`config.mk`:
```
export PLATFORM = sky130hd
export DESIGN_NAME = uart_receive
export DESIGN_NICKNAME = d
export VERILOG_FILES = /design/src/rtl/uart_pkg.sv /design/src/rtl/uart_rx_hold.sv /design/src/rtl/uart_receive.sv
export SDC_FILE = /design/constraint.sdc
export NUM_CORES = 1
export LEC_CHECK = 0
export CAP_MARGIN = 30
export CORE_MARGIN = 5
export CORE_UTILIZATION = 54
export DETAILED_ROUTE_END_ITERATION = 10
export PLACE_DENSITY = 0.77
export SYNTH_ARGS = -nofsm -noshare
export SYNTH_HDL_FRONTEND = slang
export SYNTH_SLANG_ARGS = --single-unit
```
`constraint.sdc`:
```
create_clock -name clk -period 1.85 [get_ports clk]
set_input_delay 0.37 -clock clk [delete_from_list [all_inputs] [get_ports clk]]
set_output_delay 0.37 -clock clk [all_outputs]
set_load 0.05 [all_outputs]
```
`src/rtl/uart_pkg.sv`:
```
// Shared UART definitions: frame levels, default widths and FSM state encoding.
package uart_pkg;

  localparam int D_WIDTH = 6;
  localparam int C_WIDTH = 4;

  localparam logic START_BIT  = 1'b0;
  localparam logic STOP_BIT   = 1'b1;
  localparam logic IDLE_LEVEL = 1'b1;

  // Fixed encodings kept so existing netlists/waveform decoders stay valid.
  localparam logic [1:0] S_IDLE    = 2'd0;
  localparam logic [1:0] S_DATA    = 2'd1;
  localparam logic [1:0] S_STOP    = 2'd2;
  localparam logic [1:0] S_WAIT_HI = 2'd3;

  typedef enum logic [1:0] {
    IDLE    = S_IDLE,
    DATA    = S_DATA,
    STOP    = S_STOP,
    WAIT_HI = S_WAIT_HI
  } state_t;

endpackage

```
`src/rtl/uart_rx_hold.sv`:
```
// Output holding register for the UART receiver: valid/ack handshake and sticky overrun.
module uart_rx_hold
  import uart_pkg::*;
#(
  parameter int d_width = D_WIDTH
) (
  input  logic               clk,
  input  logic               rst,
  input  logic               load,
  input  logic [d_width-1:0] load_data,
  input  logic               ack,
  output logic [d_width-1:0] data,
  output logic               valid,
  output logic               ovr
);

  // A new word always wins; an ack in the same cycle clears overrun instead of setting it.
  always_ff @(posedge clk) begin
    if (rst) begin
      data  <= '0;
      valid <= 1'b0;
      ovr   <= 1'b0;
    end else if (load) begin
      data  <= load_data;
      valid <= 1'b1;
      if (valid && !ack)
        ovr <= 1'b1;
      else if (valid && ack)
        ovr <= 1'b0;
    end else if (valid && ack) begin
      valid <= 1'b0;
      ovr   <= 1'b0;
    end
  end

endmodule

```
`src/rtl/uart_receive.sv`:
```
// Single-clock UART receiver: one bit per clk, start/data(LSB first)/stop framing.
module uart_receive
  import uart_pkg::*;
#(
  parameter int d_width = D_WIDTH,
  parameter int c_width = C_WIDTH
) (
  input  logic               clk,
  input  logic               rst,
  input  logic               rx,
  input  logic               rx_ack,
  output logic [d_width-1:0] rx_data,
  output logic               rx_valid,
  output logic               rx_busy,
  output logic               rx_err,
  output logic               rx_ovr
);

  localparam logic [c_width-1:0] CNT_LAST = c_width'(d_width - 1);

  state_t             state;
  logic [d_width-1:0] shreg;
  logic [c_width-1:0] cnt;
  logic               load;

  // Shift register is complete during STOP, so a good stop bit loads it directly.
  assign load = (state == STOP) && (rx == STOP_BIT);

  // Deserialising FSM; busy and err are registered alongside the state.
  always_ff @(posedge clk) begin
    if (rst) begin
      state   <= IDLE;
      shreg   <= '0;
      cnt     <= '0;
      rx_busy <= 1'b0;
      rx_err  <= 1'b0;
    end else begin
      rx_err <= 1'b0;
      case (state)
        IDLE: begin
          if (rx == START_BIT) begin
            shreg   <= '0;
            cnt     <= '0;
            rx_busy <= 1'b1;
            state   <= DATA;
          end
        end
        DATA: begin
          shreg <= {rx, shreg[d_width-1:1]};
          // Counter holds at its last value instead of stepping past d_width-1.
          if (cnt == CNT_LAST)
            state <= STOP;
          else
            cnt <= cnt + c_width'(1);
        end
        STOP: begin
          rx_busy <= 1'b0;
          if (rx == STOP_BIT) begin
            state <= IDLE;
          end else begin
            rx_err <= 1'b1;
            state  <= WAIT_HI;
          end
        end
        WAIT_HI: begin
          if (rx == IDLE_LEVEL)
            state <= IDLE;
        end
        default: state <= IDLE;
      endcase
    end
  end

  uart_rx_hold #(
    .d_width(d_width)
  ) u_hold (
    .clk      (clk),
    .rst      (rst),
    .load     (load),
    .load_data(shreg),
    .ack      (rx_ack),
    .data     (rx_data),
    .valid    (rx_valid),
    .ovr      (rx_ovr)
  );

endmodule

```
Yosys cells after proc, flatten, opt, wreduce, memory -nomap -nowiden --
Cells that the tools add are included. W data, S select, Z words.
Operators by class: add/subtract/negate cells 1, equality and inequality tests 8, mux-type cells 18, bitwise gates (word level) 1, reductions and logical operators 13
Operator list (number):
- $pmux W6 S2 | 1
- $mux W2 | 4
- $mux W4 | 2
- $ne A2 B2 Y1 const B | 4
- $pmux W2 S4 | 1
- $pmux W4 S2 | 1
- $mux W1 | 7
- $mux W6 | 1
- $reduce_and A3 Y1 | 2
- $reduce_bool A2 Y1 | 3
- $add A4 B1 Y4 const B | 1
- $eq A2 B2 Y1 const B | 2
- $eq A4 B3 Y1 const B | 1
- $reduce_and A2 Y1 | 2
- $logic_and A1 B1 Y1 | 3
- $eq A2 B1 Y1 const B | 1
- $logic_not A2 Y1 | 1
- $pmux W1 S2 | 1
- $reduce_or A2 Y1 | 1
- $logic_not A1 Y1 | 1
- $not A1 Y1 | 1
Storage, ports and cells: output and inout bits 10, bits of input ports 4, register bits 22, logic and storage cells 49

Depth between registers and ports, before layout --
Gate-level depths: netlist (run 1).
depth in word-level cells 4, gate-level depth with buffers 5, mapped depth without buffers 5

Hierarchy --
Synthesis (run 1) repeated with hierarchy kept, for this count alone.
Unflattened totals: cell total of the unflattened synthesis 96, area, all modules 908.4 µm²
By module, submodules not included:
- uart_receive | seq. area each 280.3 µm², cells an instance 69, times used 1, area each 613.1 µm²
- uart_rx_hold | seq. area each 160.2 µm², cells an instance 27, times used 1, area each 295.3 µm²

Worst setup path after synthesis (run 1) --
OpenSTA, ideal clock, no wires.
path kind register to register, start point register cnt[1], end point register cnt[1], data arrival time 1120 ps, stages on the path, launching flop included 6, required time 1778 ps, setup slack 658 ps, path buffers 0, period minus slack after synthesis 1192 ps, setup time 72 ps, cell sequence dfxtp_1 -> inv_1 -> ha_1 -> and4b_4 -> nor3_4 -> mux2i_1
On the way: cells in the longest elaborated chain, start to end 3, elaborated cells on any way between the ends 6, those cells by class 1 x add/sub; 2 x eq/ne; 2 x mux; 1 x reduce/logical
RTL lines:
- start, declared | line uart_receive.sv:23 | logic [c_width-1:0] cnt;
- start signal, assigned | line uart_receive.sv:54 | cnt <= cnt + c_width'(1);
- $add A4 B1 Y4 / $eq A4 B3 Y1 (equally long branches) | line uart_receive.sv:54, uart_receive.sv:51
- $mux W4 / $ne A2 B2 Y1 (equally long branches)
- $pmux W4 S2 / $reduce_and A3 Y1 (equally long branches)
Several ways; a longest one is shown, not always the timed one. The select of a mux whose other input is x is not followed. A chain may end at the register's enable or synchronous reset.

Worst setup path after layout (run 1) --
start point register rx_err, end point output rx_err
RTL lines:
- start, declared | line uart_receive.sv:15 | output logic rx_err,
- start signal, assigned | line uart_receive.sv:36 | rx_err <= 1'b0;
- start signal, assigned | line uart_receive.sv:38 | rx_err <= 1'b0;
- start signal, assigned | line uart_receive.sv:61 | rx_err <= 1'b1;
No word-level cell between the ends.

==> results of run 1 <==
-- per-layer routing --
layer | routed length [um] | vias up | part of all wire | global-route usage
li1 | - | 359 | - | -
met4 | 10 | 0 | 0.0058 | 0.0269
met1 | 805 | 339 | 0.47 | 0.175
met5 | 0 | - | 0 | 0
met2 | 821 | 9 | 0.48 | 0.253
met3 | 73 | 2 | 0.043 | 0.0378
-- state kept, by name, summed over array words and instances, names as in the netlist, named ones only --
| signal | flops |
|---|---|
| shreg | 6 |
| rx_err | 1 |
| rx_busy | 1 |
| u_hold.valid | 1 |
| u_hold.data | 6 |
| state | 2 |
| cnt | 4 |
-- repair_timing --
item,4_1_cts,5_1_grt
hold buffers,0,0
endpoints found under the setup margin,0,3
resized for setup,0,3
-- final cells by class --
type | instances | share of cell area
Sequential cell | 22 | 0.400
Clock buffer | 3 | 0.0205
Timing Repair Buffer | 16 | 0.132
Multi-Input combinational cell | 64 | 0.391
Inverter | 3 | 0.0102
Tap cell | 16 | 0.0182
Clock inverter | 1 | 0.0273
-- how the worst max path moves through the flow --
stage / from / end / slack [ns] / depth (start not counted)
after floorplan: cnt[1] / cnt[1] / 0.66 / 5
after CTS: u_hold.data[4] / rx_data[4] / 0.03 / 1
after detailed placement: rx / u_hold.data[4] / 0.18 / 4
after global routing: rx_err / rx_err / 0.02 / 1
after global placement: rx / u_hold.data[2] / 0.23 / 4
final: rx_err / rx_err / 0.08 / 1
-- per-stage QoR --
| stage | instance area [sq um] | hold slack (ns) | util | cells | power, uW |
|---|---|---|---|---|---|
| floorplan | 915 | 0.441 | - | 94 | 544 |
| global placement | 1040 | 0.452 | 0.667 | 121 | 565 |
| detailed placement | 1040 | 0.466 | 0.667 | 121 | 567 |
| CTS | 1090 | 0.482 | 0.701 | 125 | 916 |
| global route | 1100 | 0.502 | 0.705 | 125 | 953 |
| finish | 1100 | 0.475 | 0.705 | 125 | 910 |
-- where the power goes --
group	total, uW	switching, uW	internal [uW]
clock network	354	135	219
logic	65.6	37.5	28.0
registers	490	8.81	481
-- logic make-up (layout without fill, tap and decap cells) --
group	after synthesis	after routing	share of synthesized area
and+or+nand+nor	33	33	0.209
muxes	7	7	0.0766
buffers and inverters	8	23	0.0479
AOI/OAI and AO/OA	22	22	0.157
adders and majority gates	2	2	0.0274
DFF	22	22	0.482
-- cell usage in the layout (no fill, tap or decap), types with 2 or more instances in the layout --
| cell type | n |
|---|---|
| dfxtp_1 | 22 |
| a21oi_1 | 9 |
| nor2_1 | 9 |
| buf_4 | 9 |
| nand2_1 | 8 |
| mux2i_1 | 7 |
| o21ai_0 | 6 |
| clkdlybuf4s50_1 | 4 |
| inv_1 | 3 |
| nand3_1 | 3 |
| nand2b_1 | 3 |
| clkbuf_4 | 3 |
| dlymetal6s2s_1 | 3 |
| and2b_2 | 2 |
| nand3b_1 | 2 |
| a31oi_1 | 2 |
| ha_1 | 2 |
==> impl_metrics.csv, run 1 <==
group,metric,value,unit
placement,gp_congestion,0.746,
timing,slew_viol_final,0,
logic_synthesis,synth_common_cells,"dfxtp_1, a21oi_1, nor2_1",
floorplanning,ios,14,
routing,first_pass_iters,4,
timing,finalSetupViolations,0,
timing,layout_setup_ws,0.0755,ns
setup_path,crit_arrival,1.40,ns
logic_synthesis,postSynthCellCount,94,
hold_path,hold_end,"shreg[4]",
hold_path,whs_path_depth,2,
logic_synthesis,yosys.cell_count.top_type,"dfxtp_1",
placement,dp.final_hpwl,1270,um
layout,antenna_cells,0,
layout,nFillCells,122,
setup_path,worstRegToRegCells,3,
setup_path,path_max_fanout,1,
hold_path,min_from,"shreg[5]",
routing,avgRoutedWirePerCell,13.7,um
setup_path,reg2reg_to,"u_hold.data[4]",
logic_synthesis,synth_edf_count,0,
setup_path,end_kind,"primary output",
clock_network,clk_latency,0.30,ns
global_route,grt_max_degree,14,
status,status,"finished, final reports clean",
setup_path,r2r_slack,0.39,ns
timing,fin_crit,1.77,ns
floorplanning,num_rows,14,
logic_synthesis,ys_async_sr_fraction,0,
logic_synthesis,netlist_top_cells_area,"dfxtp_1, mux2i_1, a21oi_1",
timing,timing.final.hold_violations,0,
timing,worstMarginPinSlew,0.508,ns
clock_network,cts.sinks,22,
global_route,overflow,0,
timing,rsz0062_at_grt,"no",
routing,drt-initial-drc-count,7,
floorplanning,core,1560,sq um
floorplanning,die_h,51.2,um
routing,vias_per_cell,5.67,
clock_network,post_cts_buffers,0,
setup_path,crit_family,"buffers and inverters",
layout,nets,116,
floorplanning,die_w,51.2,um
logic_synthesis,avgSynthCellArea,9.73,sq um
layout,drive_above_1_share,0.193,
run,drv_cap,0,
setup_path,rr_startpoint,"state[1]",
clock_network,path_clk_slew,0.12,ns
routing,vias,709,
placement,dp_slack,0.185,ns
hold_path,hold_class,"reg -> reg",
floorplanning,dieArea,2620,sq um
setup_path,crit_path_top_delay_cell,"clkdlybuf4s50_1",
global_route,grt_pass1_wl,2870,um
routing,drcViolationCount,0,
layout,multiInputGateArea,430,sq um
floorplanning,initial_core_util,0.587,
timing,fmax,564,MHz
logic_synthesis,yosysSeqAreaShare,0.482,
logic_synthesis,syn_area,915,sq um
power,ir_drop,0.000505,V
power,power.leakage,0.000526,uW
setup_path,cp.required,1.48,ns
layout,register_area,440,sq um
setup_path,path_buf_inv,1,
timing,tns,0,ns
setup_path,crit_chain,"clkdlybuf4s50_1",
routing,final_antenna_net_count,0,
power,power.density,827,nW/um^2
timing,relSlewSlack,0.661,
setup_path,cp-start-kind,"flip-flop",
logic_synthesis,synth_top_area_frac,0.482,
logic_synthesis,ys_seq_elements,22,
clock_network,cts_tree,"yes",
clock_network,numCtsBuffers,3,
clock_network,cts-root-buf,"clkbuf_4",
setup_path,cpPeakStageDelay,0.79,ns
layout,area_growth,20.2,%
routing,wirelength,1710,um
global_route,grt_antenna_before_repair,0,
logic_synthesis,ys_warn_count,0,
clock_network,cts_max_path_buffers,2,
logic_synthesis,syn_nets,100,
logic_synthesis,synth_top_cell_by_area,"dfxtp_1",
placement,io_buffers,13,
timing,fin_skew,0.0107,ns
setup_path,worstSetupPathType,"reg -> out",
global_route,grt_pass1_vias,644,
logic_synthesis,synthDistinctLibCells,28,
logic_synthesis,synth_flop_cell,"dfxtp_1",
global_route,grt_util_all_layers,0.143,
timing,finalCritPeriodShare,0.959,
clock_network,htreeDepth,1,
(Power assumes the default switching activity.)
==> run 2, diff against run 1 <==
Settings changed: CELL_PAD_IN_SITES_DETAIL_PLACEMENT from default to 1, CELL_PAD_IN_SITES_GLOBAL_PLACEMENT from default to 1, CORE_ASPECT_RATIO from default to 0.7, CORE_UTILIZATION 54 to 42, MAX_ROUTING_LAYER from default to met4.
==> run 2 against run 1 <==
Net effect:
- core utilization fell by 19 points
- combinational power is 1% lower
- setup slack improved by 0.34 ns
- total power shrank 9.9%
- design area down 0.34%
- sequential share of layout area grew 0.14 points
- cell count is 13% higher
- first-iteration DRC count grew to 2.7 times the previous value
- hold slack gained 0.0075 ns
- critical path depth did not move
- register-to-register slack improved by 0.09 ns
- largest power group unchanged
==> impl_metrics.csv, run 2 (synthesis results as in run 1) <==
group,metric,value,unit
status,status,"finished, final reports clean",
global_route,grt_util_all_layers,0.138,
floorplanning,die_w,65.8,um
clock_network,cts_tree,"yes",
clock_network,numCtsBuffers,3,
setup_path,end_kind,"primary output",
global_route,grt_pass1_vias,691,
timing,finalCritPeriodShare,0.777,
clock_network,htreeDepth,1,
timing,fin_skew,0.00543,ns
clock_network,cts-root-buf,"clkbuf_4",
run,drv_cap,0,
setup_path,worstRegToRegCells,3,
clock_network,clk_latency,0.31,ns
global_route,grt_antenna_before_repair,0,
placement,dp_slack,0.186,ns
timing,finalSetupViolations,0,
setup_path,cp-start-kind,"flip-flop",
routing,final_antenna_net_count,0,
setup_path,r2r_slack,0.48,ns
setup_path,cpPeakStageDelay,0.42,ns
layout,nets,116,
placement,io_buffers,13,
layout,nFillCells,242,
timing,tns,0,ns
clock_network,cts.sinks,22,
power,ir_drop,0.000380,V
timing,slew_viol_final,0,
setup_path,crit_chain,"dlymetal6s2s_1",
timing,hold_ws,0.482,ns
setup_path,path_depth,1,
global_route,overflow,0,
clock_network,post_cts_buffers,0,
power,power.leakage,0.000504,uW
layout,reg_top3,"shreg (6), u_hold.data (6), cnt (4)",
clock_network,cts_max_path_buffers,2,
clock_network,path_clk_slew,0.12,ns
timing,layout_setup_ws,0.412,ns
setup_path,worstSetupPathType,"reg -> out",
routing,vias,706,
setup_path,path_max_fanout,2,
power,power,819,uW
global_route,grt_max_degree,14,
setup_path,cp-endpoint,"rx_ovr",
hold_path,min_from,"shreg[2]",
power,power.density,748,nW/um^2
timing,timing.final.hold_violations,0,
setup_path,cp.required,1.48,ns
setup_path,crit_family,"buffers and inverters",
global_route,grt_pass1_wl,3340,um
timing,worstMarginPinSlew,0.505,ns
layout,antenna_cells,0,
timing,fin_crit,1.44,ns
routing,drcViolationCount,0,
setup_path,crit_path_top_delay_cell,"dlymetal6s2s_1",
placement,place_inst,137,
clock_network,cts_resized,0,
timing,rsz0062_at_grt,"no",
floorplanning,die_h,49.0,um
layout,stdcell_count,141,
routing,vias_per_cell,5.01,
floorplanning,core,2120,sq um
setup_path,crit_arrival,1.07,ns
floorplanning,dieArea,3230,sq um
timing,relSlewSlack,0.663,
layout,layout_common_cells,"dfxtp_1, buf_4, a21oi_1, nor2_1, nand2_1",
setup_path,path_buf_inv,1,
layout,area_growth,19.8,%
floorplanning,ios,14,
floorplanning,num_rows,14,
floorplanning,initial_core_util,0.432,
placement,gp_congestion,0.726,
timing,fmax,695,MHz
routing,wirelength,1960,um
setup_path,reg2reg_to,"cnt[2]",
placement,dp.final_hpwl,1470,um
setup_path,rr_startpoint,"state[1]",
clock_network,hold_buffers,0,
routing,drt-initial-drc-count,19,
routing,first_pass_iters,4,
layout,final_common_cell,"dfxtp_1",
hold_path,hold_class,"reg -> reg",
layout,drive_above_1_share,0.211,
routing,avgRoutedWirePerCell,13.9,um
-- run 2: changes by cell type in the layout (fill, tap and decap cells not counted), sizes merged --
cell	before	now
dlymetal6s2s	3	2
clkdlybuf4s50	4	3
bufinv	1	0
clkbuf	3	4
buf	9	11
-- run 2: cell type report --
cell class,instances,area [sq um],area share
clock buffers,4,36.3,0.0331
inverters,3,11.3,0.0103
multi-input cells,64,430,0.393
flip-flops and latches,22,440,0.402
well taps,32,40.0,0.0365
repair buffers,16,138,0.126
-- run 2: power by group --
part | switching [uW] | leakage [uW] | internal (uW)
clock | 144 | 0.0000210 | 120
sequential | 9.07 | 0.000178 | 481
combinational | 37.9 | 0.000305 | 26.8
total | 191 | 0.000504 | 628
-- run 2: metal layers --
layer / part of all wire / routed length, um / GRT usage / up-vias
li1: - / - / - / 358
met1: 0.49 / 966 / 0.180 / 330
met2: 0.44 / 858 / 0.201 / 16
met3: 0.064 / 125 / 0.0599 / 2
met4: 0.0051 / 10 / 0.0207 / 0
met5: 0 / 0 / - / -
-- run 2: how the worst min path moves through the flow --
stage	endpoint	slack (ns)	depth (start not counted)
after floorplan	shreg[0]	0.44	2
after global placement	shreg[0]	0.46	2
after detailed placement	shreg[0]	0.47	2
after CTS	shreg[0]	0.49	2
after global routing	shreg[1]	0.50	2
final	shreg[1]	0.48	2
-- run 2: through the flow --
stage	instance area (sq um)	utilization
2_1_floorplan	915	-
3_3_place_gp	1050	0.498
3_5_place_dp	1050	0.498
4_1_cts	1090	0.515
5_1_grt	1100	0.517
6_report	1100	0.517
